[src/rtl/vanilla_sb_clear_gen_if.sv]
// Completion-side bundle between the scoreboard-clear generator and its sources/consumers.
interface vanilla_sb_clear_gen_if #(
  parameter int data_width_p     = 32,
  parameter int reg_addr_width_p = 5,
  parameter int fifo_els_p       = 2
);
  localparam int cnt_w = $clog2(fifo_els_p + 1);

  logic                        remote_v_i;
  logic                        remote_float_i;
  logic [reg_addr_width_p-1:0] remote_id_i;
  logic [data_width_p-1:0]     remote_data_i;
  logic                        remote_ready_o;

  logic                        idiv_v_i;
  logic [reg_addr_width_p-1:0] idiv_id_i;
  logic [data_width_p-1:0]     idiv_data_i;
  logic                        idiv_yumi_o;

  logic                        fdiv_v_i;
  logic [reg_addr_width_p-1:0] fdiv_id_i;
  logic [data_width_p-1:0]     fdiv_data_i;
  logic                        fdiv_yumi_o;

  logic                        int_wb_free_i;
  logic                        float_wb_free_i;

  logic                        int_sb_clear_o;
  logic [reg_addr_width_p-1:0] int_sb_clear_id_o;
  logic [data_width_p-1:0]     int_wb_data_o;
  logic                        float_sb_clear_o;
  logic [reg_addr_width_p-1:0] float_sb_clear_id_o;
  logic [data_width_p-1:0]     float_wb_data_o;
  logic [cnt_w-1:0]            remote_count_o;

  modport slave (
    input  remote_v_i, remote_float_i, remote_id_i, remote_data_i,
    output remote_ready_o,
    input  idiv_v_i, idiv_id_i, idiv_data_i,
    output idiv_yumi_o,
    input  fdiv_v_i, fdiv_id_i, fdiv_data_i,
    output fdiv_yumi_o,
    input  int_wb_free_i, float_wb_free_i,
    output int_sb_clear_o, int_sb_clear_id_o, int_wb_data_o,
    output float_sb_clear_o, float_sb_clear_id_o, float_wb_data_o,
    output remote_count_o
  );

  modport master (
    output remote_v_i, remote_float_i, remote_id_i, remote_data_i,
    input  remote_ready_o,
    output idiv_v_i, idiv_id_i, idiv_data_i,
    input  idiv_yumi_o,
    output fdiv_v_i, fdiv_id_i, fdiv_data_i,
    input  fdiv_yumi_o,
    output int_wb_free_i, float_wb_free_i,
    input  int_sb_clear_o, int_sb_clear_id_o, int_wb_data_o,
    input  float_sb_clear_o, float_sb_clear_id_o, float_wb_data_o,
    input  remote_count_o
  );
endinterface

[src/rtl/vanilla_sb_clear_gen.sv]
// Buffers remote responses and arbitrates them against idiv/fdiv completions onto the
// int and float writeback ports, producing registered scoreboard-clear pulses.
module vanilla_sb_clear_gen #(
  parameter int data_width_p     = 32,
  parameter int reg_addr_width_p = 5,
  parameter int fifo_els_p       = 2
) (
  input logic                  clk_i,
  input logic                  reset_n_i,
  vanilla_sb_clear_gen_if.slave sb
);
  localparam int ptr_w = (fifo_els_p > 1) ? $clog2(fifo_els_p) : 1;
  localparam int cnt_w = $clog2(fifo_els_p + 1);
  localparam logic [cnt_w-1:0] full_c = cnt_w'(fifo_els_p);
  localparam logic [ptr_w-1:0] last_c = ptr_w'(fifo_els_p - 1);

  logic                        mem_float [fifo_els_p];
  logic [reg_addr_width_p-1:0] mem_id    [fifo_els_p];
  logic [data_width_p-1:0]     mem_data  [fifo_els_p];

  logic [ptr_w-1:0] rd_ptr, wr_ptr;
  logic [cnt_w-1:0] count;
  logic             int_rr, flt_rr;

  logic full, enq, deq, head_v, head_float;
  logic int_rem_c, flt_rem_c;
  logic int_gnt_rem, int_gnt_div, flt_gnt_rem, flt_gnt_div;
  logic int_contend, flt_contend;

  logic                        int_clear_p1, flt_clear_p1;
  logic [reg_addr_width_p-1:0] int_id_p1, flt_id_p1;
  logic [data_width_p-1:0]     int_data_p1, flt_data_p1;

  assign full       = (count == full_c);
  assign enq        = sb.remote_v_i & ~full;
  assign head_v     = (count != '0);
  assign head_float = mem_float[rd_ptr];
  // The head is owned by exactly one port, so a float head stalls younger int responses.
  assign int_rem_c  = head_v & ~head_float;
  assign flt_rem_c  = head_v & head_float;

  assign int_contend = sb.int_wb_free_i & int_rem_c & sb.idiv_v_i;
  assign flt_contend = sb.float_wb_free_i & flt_rem_c & sb.fdiv_v_i;

  always_comb begin
    int_gnt_rem = 1'b0;
    int_gnt_div = 1'b0;
    flt_gnt_rem = 1'b0;
    flt_gnt_div = 1'b0;
    if (sb.int_wb_free_i) begin
      if (int_contend) begin
        int_gnt_div = int_rr;
        int_gnt_rem = ~int_rr;
      end else begin
        int_gnt_rem = int_rem_c;
        int_gnt_div = sb.idiv_v_i;
      end
    end
    if (sb.float_wb_free_i) begin
      if (flt_contend) begin
        flt_gnt_div = flt_rr;
        flt_gnt_rem = ~flt_rr;
      end else begin
        flt_gnt_rem = flt_rem_c;
        flt_gnt_div = sb.fdiv_v_i;
      end
    end
  end

  assign deq = int_gnt_rem | flt_gnt_rem;

  assign sb.remote_ready_o = ~full;
  assign sb.remote_count_o = count;
  // Yumi must not leak a consume while reset is held, even though grant logic is combinational.
  assign sb.idiv_yumi_o    = int_gnt_div & reset_n_i;
  assign sb.fdiv_yumi_o    = flt_gnt_div & reset_n_i;

  always_ff @(posedge clk_i) begin
    if (enq) begin
      mem_float[wr_ptr] <= sb.remote_float_i;
      mem_id[wr_ptr]    <= sb.remote_id_i;
      mem_data[wr_ptr]  <= sb.remote_data_i;
    end
  end

  always_ff @(posedge clk_i or negedge reset_n_i) begin
    if (!reset_n_i) begin
      rd_ptr <= '0;
      wr_ptr <= '0;
      count  <= '0;
      int_rr <= 1'b0;
      flt_rr <= 1'b0;
    end else begin
      if (enq) wr_ptr <= (wr_ptr == last_c) ? '0 : wr_ptr + ptr_w'(1);
      if (deq) rd_ptr <= (rd_ptr == last_c) ? '0 : rd_ptr + ptr_w'(1);
      case ({enq, deq})
        2'b10:   count <= count + cnt_w'(1);
        2'b01:   count <= count - cnt_w'(1);
        default: count <= count;
      endcase
      int_rr <= int_rr ^ int_contend;
      flt_rr <= flt_rr ^ flt_contend;
    end
  end

  // p1: registered writeback/clear stage, one cycle after grant
  always_ff @(posedge clk_i or negedge reset_n_i) begin
    if (!reset_n_i) begin
      int_clear_p1 <= 1'b0;
      int_id_p1    <= '0;
      int_data_p1  <= '0;
      flt_clear_p1 <= 1'b0;
      flt_id_p1    <= '0;
      flt_data_p1  <= '0;
    end else begin
      int_clear_p1 <= int_gnt_rem | int_gnt_div;
      flt_clear_p1 <= flt_gnt_rem | flt_gnt_div;
      if (int_gnt_div) begin
        int_id_p1   <= sb.idiv_id_i;
        int_data_p1 <= sb.idiv_data_i;
      end else if (int_gnt_rem) begin
        int_id_p1   <= mem_id[rd_ptr];
        int_data_p1 <= mem_data[rd_ptr];
      end
      if (flt_gnt_div) begin
        flt_id_p1   <= sb.fdiv_id_i;
        flt_data_p1 <= sb.fdiv_data_i;
      end else if (flt_gnt_rem) begin
        flt_id_p1   <= mem_id[rd_ptr];
        flt_data_p1 <= mem_data[rd_ptr];
      end
    end
  end

  assign sb.int_sb_clear_o      = int_clear_p1;
  assign sb.int_sb_clear_id_o   = int_id_p1;
  assign sb.int_wb_data_o       = int_data_p1;
  assign sb.float_sb_clear_o    = flt_clear_p1;
  assign sb.float_sb_clear_id_o = flt_id_p1;
  assign sb.float_wb_data_o     = flt_data_p1;
endmodule

[src/flat_wrapper.sv]
// flat-port wrapper written by rule: the top's interface ports become plain ports
module vanilla_sb_clear_gen_flat 
#(
  parameter int data_width_p     = 32,
  parameter int reg_addr_width_p = 5,
  parameter int fifo_els_p       = 2
)
  (clk_i, reset_n_i, sb_remote_v_i, sb_remote_float_i, sb_remote_id_i, sb_remote_data_i, sb_remote_ready_o, sb_idiv_v_i, sb_idiv_id_i, sb_idiv_data_i, sb_idiv_yumi_o, sb_fdiv_v_i, sb_fdiv_id_i, sb_fdiv_data_i, sb_fdiv_yumi_o, sb_int_wb_free_i, sb_float_wb_free_i, sb_int_sb_clear_o, sb_int_sb_clear_id_o, sb_int_wb_data_o, sb_float_sb_clear_o, sb_float_sb_clear_id_o, sb_float_wb_data_o, sb_remote_count_o);
  vanilla_sb_clear_gen_if #(.data_width_p(data_width_p), .reg_addr_width_p(reg_addr_width_p), .fifo_els_p(fifo_els_p)) sb_i ();
  input logic clk_i;
  input logic reset_n_i;
  input wire logic [$bits(sb_i.remote_v_i)-1:0] sb_remote_v_i;
  input wire logic [$bits(sb_i.remote_float_i)-1:0] sb_remote_float_i;
  input wire logic [$bits(sb_i.remote_id_i)-1:0] sb_remote_id_i;
  input wire logic [$bits(sb_i.remote_data_i)-1:0] sb_remote_data_i;
  output wire logic [$bits(sb_i.remote_ready_o)-1:0] sb_remote_ready_o;
  input wire logic [$bits(sb_i.idiv_v_i)-1:0] sb_idiv_v_i;
  input wire logic [$bits(sb_i.idiv_id_i)-1:0] sb_idiv_id_i;
  input wire logic [$bits(sb_i.idiv_data_i)-1:0] sb_idiv_data_i;
  output wire logic [$bits(sb_i.idiv_yumi_o)-1:0] sb_idiv_yumi_o;
  input wire logic [$bits(sb_i.fdiv_v_i)-1:0] sb_fdiv_v_i;
  input wire logic [$bits(sb_i.fdiv_id_i)-1:0] sb_fdiv_id_i;
  input wire logic [$bits(sb_i.fdiv_data_i)-1:0] sb_fdiv_data_i;
  output wire logic [$bits(sb_i.fdiv_yumi_o)-1:0] sb_fdiv_yumi_o;
  input wire logic [$bits(sb_i.int_wb_free_i)-1:0] sb_int_wb_free_i;
  input wire logic [$bits(sb_i.float_wb_free_i)-1:0] sb_float_wb_free_i;
  output wire logic [$bits(sb_i.int_sb_clear_o)-1:0] sb_int_sb_clear_o;
  output wire logic [$bits(sb_i.int_sb_clear_id_o)-1:0] sb_int_sb_clear_id_o;
  output wire logic [$bits(sb_i.int_wb_data_o)-1:0] sb_int_wb_data_o;
  output wire logic [$bits(sb_i.float_sb_clear_o)-1:0] sb_float_sb_clear_o;
  output wire logic [$bits(sb_i.float_sb_clear_id_o)-1:0] sb_float_sb_clear_id_o;
  output wire logic [$bits(sb_i.float_wb_data_o)-1:0] sb_float_wb_data_o;
  output wire logic [$bits(sb_i.remote_count_o)-1:0] sb_remote_count_o;
  assign sb_i.remote_v_i = sb_remote_v_i;
  assign sb_i.remote_float_i = sb_remote_float_i;
  assign sb_i.remote_id_i = sb_remote_id_i;
  assign sb_i.remote_data_i = sb_remote_data_i;
  assign sb_remote_ready_o = sb_i.remote_ready_o;
  assign sb_i.idiv_v_i = sb_idiv_v_i;
  assign sb_i.idiv_id_i = sb_idiv_id_i;
  assign sb_i.idiv_data_i = sb_idiv_data_i;
  assign sb_idiv_yumi_o = sb_i.idiv_yumi_o;
  assign sb_i.fdiv_v_i = sb_fdiv_v_i;
  assign sb_i.fdiv_id_i = sb_fdiv_id_i;
  assign sb_i.fdiv_data_i = sb_fdiv_data_i;
  assign sb_fdiv_yumi_o = sb_i.fdiv_yumi_o;
  assign sb_i.int_wb_free_i = sb_int_wb_free_i;
  assign sb_i.float_wb_free_i = sb_float_wb_free_i;
  assign sb_int_sb_clear_o = sb_i.int_sb_clear_o;
  assign sb_int_sb_clear_id_o = sb_i.int_sb_clear_id_o;
  assign sb_int_wb_data_o = sb_i.int_wb_data_o;
  assign sb_float_sb_clear_o = sb_i.float_sb_clear_o;
  assign sb_float_sb_clear_id_o = sb_i.float_sb_clear_id_o;
  assign sb_float_wb_data_o = sb_i.float_wb_data_o;
  assign sb_remote_count_o = sb_i.remote_count_o;
  vanilla_sb_clear_gen #(.data_width_p(data_width_p), .reg_addr_width_p(reg_addr_width_p), .fifo_els_p(fifo_els_p)) u_core (.clk_i(clk_i), .reset_n_i(reset_n_i), .sb(sb_i));
endmodule
[config.mk]
export PLATFORM = sky130hd
export DESIGN_NAME = vanilla_sb_clear_gen_flat
export DESIGN_NICKNAME = d
export VERILOG_FILES = /design/src/rtl/vanilla_sb_clear_gen_if.sv /design/src/rtl/vanilla_sb_clear_gen.sv /design/src/flat_wrapper.sv
export SDC_FILE = /design/constraint.sdc
export NUM_CORES = 1
export LEC_CHECK = 0
export CORE_MARGIN = 8
export CORE_UTILIZATION = 42
export CTS_BUF_LIST = sky130_fd_sc_hd__clkbuf_8
export CTS_CLUSTER_SIZE = 10
export DETAILED_ROUTE_END_ITERATION = 6
export PLACE_DENSITY = 0.83
export SLEW_MARGIN = 20
export SYNTH_ARGS = -nofsm -noshare
export SYNTH_HDL_FRONTEND = slang
export SYNTH_SLANG_ARGS = --single-unit
export TNS_END_PERCENT = 100
[constraint.sdc]
create_clock -name clk_i -period 2.9 [get_ports clk_i]
set_input_delay 0.435 -clock clk_i [delete_from_list [all_inputs] [get_ports clk_i]]
set_output_delay 0.435 -clock clk_i [all_outputs]
set_load 0.05 [all_outputs]
==> key figures, run 1 <==
Run status
  • Run status: complete, no violations

Power and ir drop
  • Share of total power in sequential cells: 0.334
  • Total power: roughly 11 mW
  • Gate power share: 0.495
  • Pwr Density: around 1200 mW/mm2
  • Clock network power share: 0.172
  • Cell-internal power: 6.18 mW
  • Sw Ratio: 0.424
  • Worst vdd ir: 0.000731 V
  • Lkg Pwr: 3.81 nW
  • P_sw: 4.55 mW

Finish
  • Fin util: 0.608
  • Layout Area Growth over Synthesis: 42.3%
  • Register area: roughly 0.0043 mm2
  • Fin cells: 851
  • Antenna diodes: 0
  • Fillcell total: about 1100
  • Share of layout cells above drive strength 1: 0.139
  • Multi-input gate area: between 0.0015 and 0.002 mm2
  • Nets: 770

Run
  • Total of max-cap violations: 0

Logic synthesis
  • Flop and latch count out of synthesis: between 150 and 200
  • Leading area contributor after synthesis: edfxtp_1
  • Post-Syn Instances: ~450
  • Post-Synthesis Net Count: between 500 and 600
  • Share of Yosys cell area claimed by the top area cell type: 0.354
  • Syn Area/Cell: 14.4 um2
  • Area contributors post-synth: edfxtp_1, dfrtp_1, mux2_2, mux2i_1, a221o_1
  • Cell variety after synth: 31
  • Mapped Area: around 0.0064 mm2
  • Warnings, synthesis: 0
  • Seq/Total Area, Yosys: 0.672

STA
  • Slew headroom: 0.338
  • Final cycle utilization of the critical path: 0.816
  • Final worst slack: around 530 ps
  • Maximum clock rate: around 420 MHz
  • TNS Setup: 0 ps
  • Max Slew Vio Count: 0
  • RSZ-0062 raised after global routing: false
  • Final Critical Period: 2370 ps
  • Final setup viols: 0
  • Worst Skew: around 11 ps
  • Worst-margin pin slew: 993 ps
  • Fin. Hold Viols: 0

Die
  • Die outline width: 140 um
  • I/O Pins: 200
  • Die Ht: 140 um
  • Die ar.: 0.0196 mm2
  • Core area: roughly 0.015 mm2
  • Initial Util: 0.427
  • Std-Cell Rows: 45

Detailed routing
  • Detail Route Antenna Nets: 0
  • Vias per cell: ~5.4
  • # DRC: 0
  • Vias: roughly 4600
  • Routed len/inst: between 20 and 25 um
  • DR iter-0 viols: 258
  • TritonRoute pass-1 iters: 5
  • Post-Route WL: around 18000 um

Placed design
  • Post-DP HPWL: ~13000 um
  • RD Place Congestion: 0.776
  • Pre-CTS setup slack: 499 ps
  • Inst Count DP: about 800
  • Port bufs: between 150 and 200

CTS
  • Post-CTS Resized: 0
  • Clk sink count: about 160
  • Bufs on Longest Clock Path: 2
  • CTS Buf Count: 17
  • Root Driver: clkbuf_8
  • CTS tree: done
  • Htree depth: 4
  • Hold_buf cts: 1
  • Post-CTS setup buffers: 0
  • Clock Latency Late Sink: roughly 430 ps
  • CTS clk-pin slew, worst paths: 80 ps

Global route
  • Initial antenna violation count: 0
  • Largest net degree at the start of global routing: 76
  • Grt ovf: 0
  • GRT Total Usage: 0.189
  • Vias in the first global route: just over 5000
  • Wire length of the first global-routing pass: between 20000 and 30000 um

Setup path
  • Crit path DAT: 1930 ps
  • Setup crit start kind: register
  • Crit Path Class: register to output pin
  • Worst EP required: about 2500 ps
  • Critical Path End Type: output pin
  • CP Max Fanout: 6
  • Crit path from: u_core.sb.remote_count_o[0]
  • Critical R2R Launch: u_core.sb.remote_count_o[0]

Worst hold path
  • Hold Crit Class: input port to async pin
## synthesized netlist by cell type
cell	instances
and2_1	5
ha_1	1
nor2_1	5
nor3_1	2
buf_2	10
xnor2_1	5
o31ai_4	1
o311a_1	1
nand4_1	1
or2_1	1
xor2_1	2
a221oi_1	2
nand2_1	41
nand4_2	1
a221o_1	35
a31o_2	1
edfxtp_1	76
o21ai_1	35
inv_1	4
o2bb2ai_1	2
buf_1	3
and3_1	36
a31oi_1	1
o21bai_1	2
buf_4	3
dfrtp_1	82
nand2b_1	1
clkbuf_1	15
and4_1	1
mux2_2	36
mux2i_1	38
## registers in the layout, summed over array words and instances (netlist names)
register,count
u_core.sb.float_sb_clear_o,1
u_core.sb.int_wb_data_o,32
u_core.sb.float_sb_clear_id_o,5
u_core.flt_rr,1
u_core.sb.remote_count_o,2
u_core.sb.int_sb_clear_o,1
u_core.sb.int_sb_clear_id_o,5
u_core.mem_id,10
u_core.wr_ptr,1
u_core.sb.float_wb_data_o,32
u_core.rd_ptr,1
u_core.mem_data,64
u_core.int_rr,1
u_core.mem_float,2
## power groups by stage
stage                     clock (mW)  sequential [mW]  combinational, mW
after floorplan                    0             5.36               1.68
after global placement             0             3.58               5.24
after detailed placement           0             3.62               5.36
after CTS                       1.88             3.59               5.37
after global routing            1.98             3.67               5.61
final                           1.84             3.58               5.31
## path summary, 6_finish.rpt
path	to	slack, ps	cells past startpoint
max in group asynchronous	u_core.sb.float_wb_data_o[5]	1290	3
hold reg to reg	u_core.sb.int_sb_clear_id_o[4]	490	2
hold / removal	u_core.flt_rr	400	2
min in group clk_i	u_core.sb.int_sb_clear_id_o[4]	490	2
setup reg to reg	u_core.sb.float_sb_clear_id_o[2]	880	5
setup / recovery	sb_remote_ready_o	530	2
## metal layers
layer,vias up,global-route usage,wire length [um]
met3,23,0.0635,1550
met4,0,0.0674,330
met5,-,0,0
li1,2105,-,-
met1,2272,0.217,7130
met2,220,0.324,9030
## through the flow
step           hold slack (ps)  instance area [um2]
3_5_place_dp               279                 8720
4_1_cts                    368                 9180
3_3_place_gp               273                 8720
6_report                   401                 9180
5_1_grt                    365                 9180
2_1_floorplan              139                 6450
## layout make-up
class,count,area share
multi-input combinational,256,0.216
clock buffer,17,0.0255
clock inverter,15,0.0240
timing repair buffer,213,0.235
sequential,158,0.472
tap,188,0.0256
inverter,4,0.00164
## placed cells by master, fill, tap and decap left out, types with 2 or more instances in the layout
cell	n
a221o_1	35
a221oi_1	2
and2_1	5
and3_1	35
buf_12	5
buf_4	11
bufinv_16	5
clkbuf_8	17
clkdlybuf4s50_1	196
clkinv_2	3
clkinv_4	5
dfrtp_1	81
edfxtp_1	76
inv_1	4
mux2_2	36
mux2i_1	38
nand2_1	41
nor2_1	4
nor3_1	2
o21ai_1	35
o21bai_1	2
o2bb2ai_1	2
xnor2_1	5
xor2_1	2
## worst max-delay path: stages, from the launching register on
cell,delay [ps]
dfrtp_1,460
nand2b_1,190
clkdlybuf4s50_1,850
## logic make-up (layout without fill, tap and decap cells)
group / after synthesis / after routing / synth area share
AO/OA/AOI/OAI: 80 / 80 / 0.0964
AND/OR/NAND/NOR: 94 / 94 / 0.0743
buffers and inverters: 35 / 249 / 0.0241
XOR/XNOR: 7 / 7 / 0.00951
adder cells (fa/ha/maj): 1 / 1 / 0.00194
multiplexers: 74 / 74 / 0.122
flip-flops: 158 / 158 / 0.672
No activity file was read; power rests on OpenSTA's default activity.
==> inputs of run 2 (changes only) <==
Settings changed: PLACE_DENSITY 0.83 to 0.86.
Clock period 2.9 ns to 1.9 ns, I/O delays scaled along.
==> run 2 against run 1 <==
Compared with the run above:
- the flow now finishes with violations (negative setup slack)
- sequential power increased by 52%
- cell count is 3.3% higher
- clock skew increased by 5.1 ps
- critical path depth is 3 higher
- combinational power grew 53%
- first-iteration DRC count decreased by 6.6%
- flip-flop and latch count unchanged
- global-route usage rose by 0.80 points
- die area unchanged
- largest power group unchanged
- highest routed layer unchanged
- routed wire length grew 4.9%
- clock-buffer cell count stayed put
==> key figures, run 2 (synthesis gave the netlist of run 1 again) <==
Run status
  • Run status: finished with violations (was complete, no violations)
  • Failing checks: negative setup slack

Power and ir drop
  • Worst vdd ir: 0.00101 V (was 0.000731 V)
  • Pwr Density: 1720 mW/mm2 (was 1170 mW/mm2)
  • Total power: 16.3 mW (was 10.7 mW)
  • Lkg Pwr: 4.16 nW (was 3.81 nW)

Finish
  • Register area: 0.00434 mm2 (about the same)
  • Largest register FFs: 64 (unchanged)
  • Multi-input gate area: 0.00207 mm2 (was 0.00199 mm2)
  • Most frequent cells in the layout: clkdlybuf4s50_1, dfrtp_1, edfxtp_1 (unchanged)
  • Fillcell total: 1154 (was 1131)
  • Nets: 796 (was 770)
  • Layout Area Growth over Synthesis: 46.4% (was 42.3%)
  • Fin util: 0.626 (was 0.608)
  • Largest Register: u_core.mem_data (unchanged)
  • Commonest non-fill, non-tap cell in the layout: clkdlybuf4s50_1 (unchanged)
  • Share of layout cells above drive strength 1: 0.190 (was 0.139)

Setup path
  • Slowest cell delay on critical path: 450 ps (was 850 ps)
  • R2R Path End: u_core.sb.remote_count_o[1] (was u_core.sb.float_sb_clear_id_o[2])
  • Crit path max-delay cell type: dfrtp_2 (was clkdlybuf4s50_1)
  • Critical R2R Launch: u_core.rd_ptr (was u_core.sb.remote_count_o[0])
  • Critical path, cell by cell: mux2_4 -> o31ai_4 -> buf_6 -> nor2_2 -> buf_6 (was nand2b_1 -> clkdlybuf4s50_1)
  • CP top delay family: flip-flops (was buffers and inverters)
  • R2R cell count: 8 (was 5)
  • Crit path DAT: 1750 ps (was 1930 ps)
  • Worst EP required: 1620 ps (was 2470 ps)
  • Crit Path Class: register to output pin (unchanged)
  • CP Max Fanout: 3 (was 6)
  • CP Depth: 5 (was 2)
  • CP bufs+invs: 2 (was 1)
  • Critical Path End Type: output pin (unchanged)
  • R2R setup slack: -40 ps (was 880 ps)
  • Worst path most repeated cell: buf_6
  • Setup crit start kind: register (unchanged)

Detailed routing
  • Vias per cell: 5.49 (was 5.43)
  • Detail Route Antenna Nets: 0 (unchanged)
  • Vias: 4825 (was 4620)
  • # DRC: 0 (unchanged)
  • Post-Route WL: 18900 um (was 18000 um)
  • Routed len/inst: 21.5 um (was 21.2 um)
  • DR iter-0 viols: 241 (was 258)
  • TritonRoute pass-1 iters: 5 (unchanged)

STA
  • RSZ-0062 raised after global routing: true (was false)
  • Final setup viols: 3 (was 0)
  • Final worst slack: -137 ps (was 532 ps)
  • Worst-margin pin slew: 575 ps (was 993 ps)
  • Final cycle utilization of the critical path: 1.07
  • Final Critical Period: between 2000 and 2500 ps
  • Maximum clock rate: 491 MHz
  • Slew headroom: 0.616 (was 0.338)
  • Worst Skew: 16.1 ps (was 11.1 ps)
  • Max Slew Vio Count: 0 (unchanged)
  • Fin. Hold Viols: 0 (unchanged)

Worst hold path
  • Hold Crit Class: input port to async pin (unchanged)

Global route
  • GRT Total Usage: 0.197 (was 0.189)
  • Grt ovf: 0 (unchanged)
  • Vias in the first global route: 5470 (was 5151)
  • Largest net degree at the start of global routing: 43 (was 76)
  • Wire length of the first global-routing pass: 30000 um (was 28800 um)
  • Initial antenna violation count: 2 (was 0)

Placed design
  • Port bufs: 199 (unchanged)
  • RD Place Congestion: 0.778 (was 0.776)
  • Post-DP HPWL: 13300 um (was 12700 um)

Die
  • Die ar.: 0.0196 mm2 (unchanged)
  • Die outline width: 140 um (unchanged)
  • Std-Cell Rows: 45 (unchanged)
  • I/O Pins: 200 (unchanged)
  • Initial Util: 0.427 (unchanged)
  • Core area: 0.0151 mm2 (unchanged)
  • Die Ht: 140 um (unchanged)

CTS
  • Htree depth: 4 (unchanged)
  • CTS tree: done (unchanged)
  • Root Driver: clkbuf_8 (unchanged)
  • Bufs on Longest Clock Path: 2 (unchanged)
  • Clock Latency Late Sink: 450 ps (was 430 ps)
  • CTS clk-pin slew, worst paths: 90 ps (was 80 ps)
  • CTS Buf Count: 17 (unchanged)
  • Clk sink count: 158 (unchanged)

Run
  • Total of max-cap violations: 0 (unchanged)
-- run 2: cell types whose count changed in the layout (fill, tap and decap cells not counted), moves of 4 or more --
cell / delta
buf_12: +6
clkdlybuf4s50_1: -79
dlygate4sd2_1: +74
buf_4: +19
buf_6: +4
-- run 2: power breakdown --
part           switching (mW)  internal, mW
Sequential              0.572          4.87
Clock                    1.27          1.43
Combinational            5.29          2.85
-- run 2: layout make-up --
class / instances / share of cell area
Sequential cell: 158 / 0.460
Antenna cell: 2 / 0.000530
Inverter: 4 / 0.00159
Multi-Input combinational cell: 256 / 0.219
Clock buffer: 17 / 0.0248
Tap cell: 188 / 0.0249
Timing Repair Buffer: 239 / 0.248
Clock inverter: 15 / 0.0211
-- run 2: what timing repair did --
action                     CTS  global route
hold endpoints to repair    40             0
resized for setup           83             6
setup buffers                5             1
pin swaps                    4             0
setup endpoints to repair   77            10
hold buffers                 2             0
-- run 2: worst max path at each step --
stage,start,end,slack (ps)
3_5_place_dp,sb_fdiv_v_i,u_core.sb.float_wb_data_o[28],-90
5_1_grt,u_core.rd_ptr,sb_idiv_yumi_o,-220
3_3_place_gp,sb_fdiv_v_i,u_core.sb.remote_count_o[1],-30
2_1_floorplan,u_core.sb.remote_count_o[0],u_core.sb.remote_count_o[1],-130
6_report,u_core.rd_ptr,sb_idiv_yumi_o,-140
4_1_cts,u_core.rd_ptr,sb_idiv_yumi_o,-180
-- run 2: routing by layer --
metal  part of all wire  GRT usage  vias to the layer above
li1                   -          -                     2150
met5                  0          0                        -
met1               0.39      0.225                     2402
met3              0.091     0.0663                       37
met4              0.026     0.0903                        0
met2               0.49      0.331                      236
-- run 2: through the flow --
stage | std cells | hold WS [ps] | setup TNS (ps) | setup WS (ps) | area (um2)
3_3_place_gp | 837 | 108 | -32.6 | -32.6 | 8970
4_1_cts | 876 | 258 | -379 | -175 | 9410
2_1_floorplan | 449 | -10.6 | -2560 | -127 | 6510
5_1_grt | 879 | 289 | -567 | -217 | 9440
3_5_place_dp | 837 | 112 | -203 | -87.5 | 8970
6_report | 879 | 297 | -293 | -137 | 9440
==> inputs of run 3 (changes only) <==
Settings changed: CTS_CLUSTER_SIZE 10 to not set, GPL_TIMING_DRIVEN set to 0.
==> run 3 against run 2 <==
Compared with the run above:
- the run still ends with negative setup slack left
- combinational power rose by 6.3%
- setup slack got worse by 210 ps
- critical path depth rose by 5
- flip-flop and latch count did not move
- clock power fell by 10%
- critical path type is now register to register
==> key figures, run 3 (synthesis gave the netlist of run 1 again) <==
CTS
  • CTS tree: done (unchanged)
  • CTS clk-pin slew, worst paths: 80 ps (was 90 ps)
  • Clk sink count: 158 (unchanged)
  • Clock Latency Late Sink: 450 ps (about the same)
  • Htree depth: 4 (unchanged)
  • CTS Buf Count: 17 (unchanged)
  • Root Driver: clkbuf_8 (unchanged)
  • Bufs on Longest Clock Path: 2 (unchanged)

Detailed routing
  • Routed len/inst: 22.4 um (was 21.5 um)
  • TritonRoute pass-1 iters: 5 (unchanged)
  • DR iter-0 viols: 268 (was 241)
  • Vias: 4914 (was 4825)
  • Vias per cell: 5.47 (was 5.49)
  • Detail Route Antenna Nets: 0 (unchanged)
  • Post-Route WL: 20200 um (was 18900 um)
  • # DRC: 0 (unchanged)

Global route
  • Grt ovf: 0 (unchanged)
  • Vias in the first global route: 5511 (was 5470)
  • Met2 GRT Util: 0.353 (was 0.331)
  • Largest net degree at the start of global routing: 46 (was 43)
  • Met1 track demand over resource: 0.241 (was 0.225)
  • GRT Total Usage: 0.206 (was 0.197)
  • Initial antenna violation count: 1 (was 2)
  • Wire length of the first global-routing pass: 30900 um (was 30000 um)
  • Top Usage Layer GRT: met2 (unchanged)
  • M3 GR Usage: 0.0618 (was 0.0663)

STA
  • Worst Skew: 12.4 ps (was 16.1 ps)
  • Slew headroom: 0.595 (was 0.616)
  • Final worst slack: -344 ps (was -137 ps)
  • Maximum clock rate: 446 MHz (was 491 MHz)
  • Fin. Hold Viols: 0 (unchanged)
  • Final cycle utilization of the critical path: 1.18 (was 1.07)
  • Max Slew Vio Count: 0 (unchanged)
  • RSZ-0062 raised after global routing: true (unchanged)
  • Final Critical Period: 2240 ps (was 2040 ps)
  • Final setup viols: 34 (was 3)
  • Hold WS: 378 ps (was 297 ps)
  • Worst-margin pin slew: 607 ps (was 575 ps)

Worst hold path
  • Hold Crit Class: input port to async pin (unchanged)

Power and ir drop
  • Pwr Density: 1700 mW/mm2 (was 1720 mW/mm2)
  • Cell-internal power: 9.31 mW (was 9.15 mW)
  • Worst vdd ir: 0.000945 V (was 0.00101 V)
  • Sw Ratio: 0.437 (was 0.438)
  • P_sw: 7.23 mW (was 7.12 mW)
  • Gate power share: 0.522 (was 0.500)
  • Share of total power in sequential cells: 0.331 (was 0.334)
  • Clock network power share: 0.147 (was 0.166)
  • Lkg Pwr: 4.29 nW (was 4.16 nW)

Setup path
  • Setup crit start kind: register (unchanged)
  • Worst EP required: 2250 ps (was 1620 ps)
  • R2R cell count: 10 (was 8)
  • Slowest cell delay on critical path: 410 ps (was 450 ps)
  • CP top delay family: flip-flops (unchanged)
  • Critical R2R Launch: u_core.rd_ptr (unchanged)
  • Worst path most repeated cell: buf_6 (unchanged)
  • R2R setup slack: -340 ps (was -40 ps)
  • Critical path, cell by cell: buf_6 -> mux2_4 -> buf_6 -> and4_4 -> buf_12 -> a31o_4 -> ha_4 -> xnor2_1 -> nor2_1 -> xor2_1 (was mux2_4 -> o31ai_4 -> buf_6 -> nor2_2 -> buf_6)
  • CP Max Fanout: 4 (was 3)
  • Crit path DAT: 2590 ps (was 1750 ps)
  • CP bufs+invs: 3 (was 2)
  • Critical Path End Type: register (was output pin)
  • R2R Path End: u_core.sb.remote_count_o[1] (unchanged)
  • Crit Path Class: register to register (was register to output pin)
  • Crit path max-delay cell type: dfrtp_1 (was dfrtp_2)

Die
  • Std-Cell Rows: 45 (unchanged)
  • Die Ht: 140 um (unchanged)
  • Initial Util: 0.427 (unchanged)
  • Core area: 0.0151 mm2 (unchanged)
  • I/O Pins: 200 (unchanged)
  • Die outline width: 140 um (unchanged)
  • Die ar.: 0.0196 mm2 (unchanged)

Finish
  • Largest register FFs: 64 (unchanged)
  • Most frequent cells in the layout: clkdlybuf4s50_1, dfrtp_1, dlygate4sd2_1, edfxtp_1, nand2_1 (was clkdlybuf4s50_1, dfrtp_1, edfxtp_1)
  • Final Cell Area: 0.00972 mm2 (was 0.00944 mm2)
  • Commonest non-fill, non-tap cell in the layout: clkdlybuf4s50_1 (unchanged)
  • Layout Area Growth over Synthesis: 50.7% (was 46.4%)
  • Share of layout cells above drive strength 1: 0.203 (was 0.190)
  • Nets: 816 (was 796)
  • Largest Register: u_core.mem_data (unchanged)

Placed design
  • Post-DP HPWL: 14000 um (was 13300 um)
  • Pre-CTS setup slack: -1020 ps (was -87.5 ps)
  • RD Place Congestion: 0.825 (was 0.778)
  • Port bufs: 199 (unchanged)
  • DP Area: 0.00878 mm2 (was 0.00897 mm2)

Run
  • Total of max-cap violations: 0 (unchanged)

Run status
  • Failing checks: negative setup slack (unchanged)
  • Run status: finished with violations (unchanged)
==> run 3: stage by stage <==
step,utilization,instances,power (mW),TNS [ps]
floorplan,-,449,10.8,-2560
global placement,0.579,836,13.6,-250340
detailed placement,0.582,838,13.8,-35910
CTS,0.631,891,16.3,-4110
global route,0.644,898,17.3,-6270
finish,0.644,898,16.5,-2810
==> run 3: worst min-delay path, cell delays in order <==
cell and delay [ps]:
dlygate4sd3_1 520, buf_4 150, buf_12 230
==> run 3: repair_timing <==
item                                   4_1_cts  5_1_grt
setup endpoints to repair                  148      114
hold buffers                                 2        0
buffers inserted                            17        3
endpoints found under the hold margin       38        0
resized for setup                          157       30
pin swaps                                    6       27
gates cloned                                 3        5
==> run 3: layer usage <==
layer	vias to the layer above	share of wire
met5	-	0
met4	0	0.012
met3	21	0.076
met2	210	0.50
met1	2480	0.41
li1	2203	-
==> run 3: worst max-delay path by stage <==
| stage | start | end | slack (ps) | cells after the start |
|---|---|---|---|---|
| after floorplan | u_core.sb.remote_count_o[0] | u_core.sb.remote_count_o[1] | -130 | 9 |
| after global placement | reset_n_i | sb_fdiv_yumi_o | -3210 | 3 |
| after detailed placement | sb_float_wb_free_i | sb_fdiv_yumi_o | -1020 | 6 |
| after CTS | u_core.rd_ptr | sb_fdiv_yumi_o | -300 | 6 |
| after global routing | u_core.rd_ptr | u_core.sb.remote_count_o[1] | -390 | 10 |
| final | u_core.rd_ptr | u_core.sb.remote_count_o[1] | -340 | 10 |
==> run 3: power by group through the flow <==
stage	clock network, mW	registers [mW]	logic (mW)
floorplan	0	8.19	2.64
global placement	0	5.48	8.08
detailed placement	0	5.55	8.29
CTS	2.48	5.46	8.32
global route	2.63	5.60	9.09
finish	2.43	5.47	8.64
==> run 3: final cells by class <==
class,instances,area [um2]
Fill cell,1129,5370
Sequential cell,158,4340
Timing Repair Buffer,229,2340
Multi-Input combinational cell,256,2090
Buffer,30,318
Tap cell,188,235
Clock buffer,17,234
Clock inverter,15,145
Inverter,4,15.0
Antenna cell,1,2.50
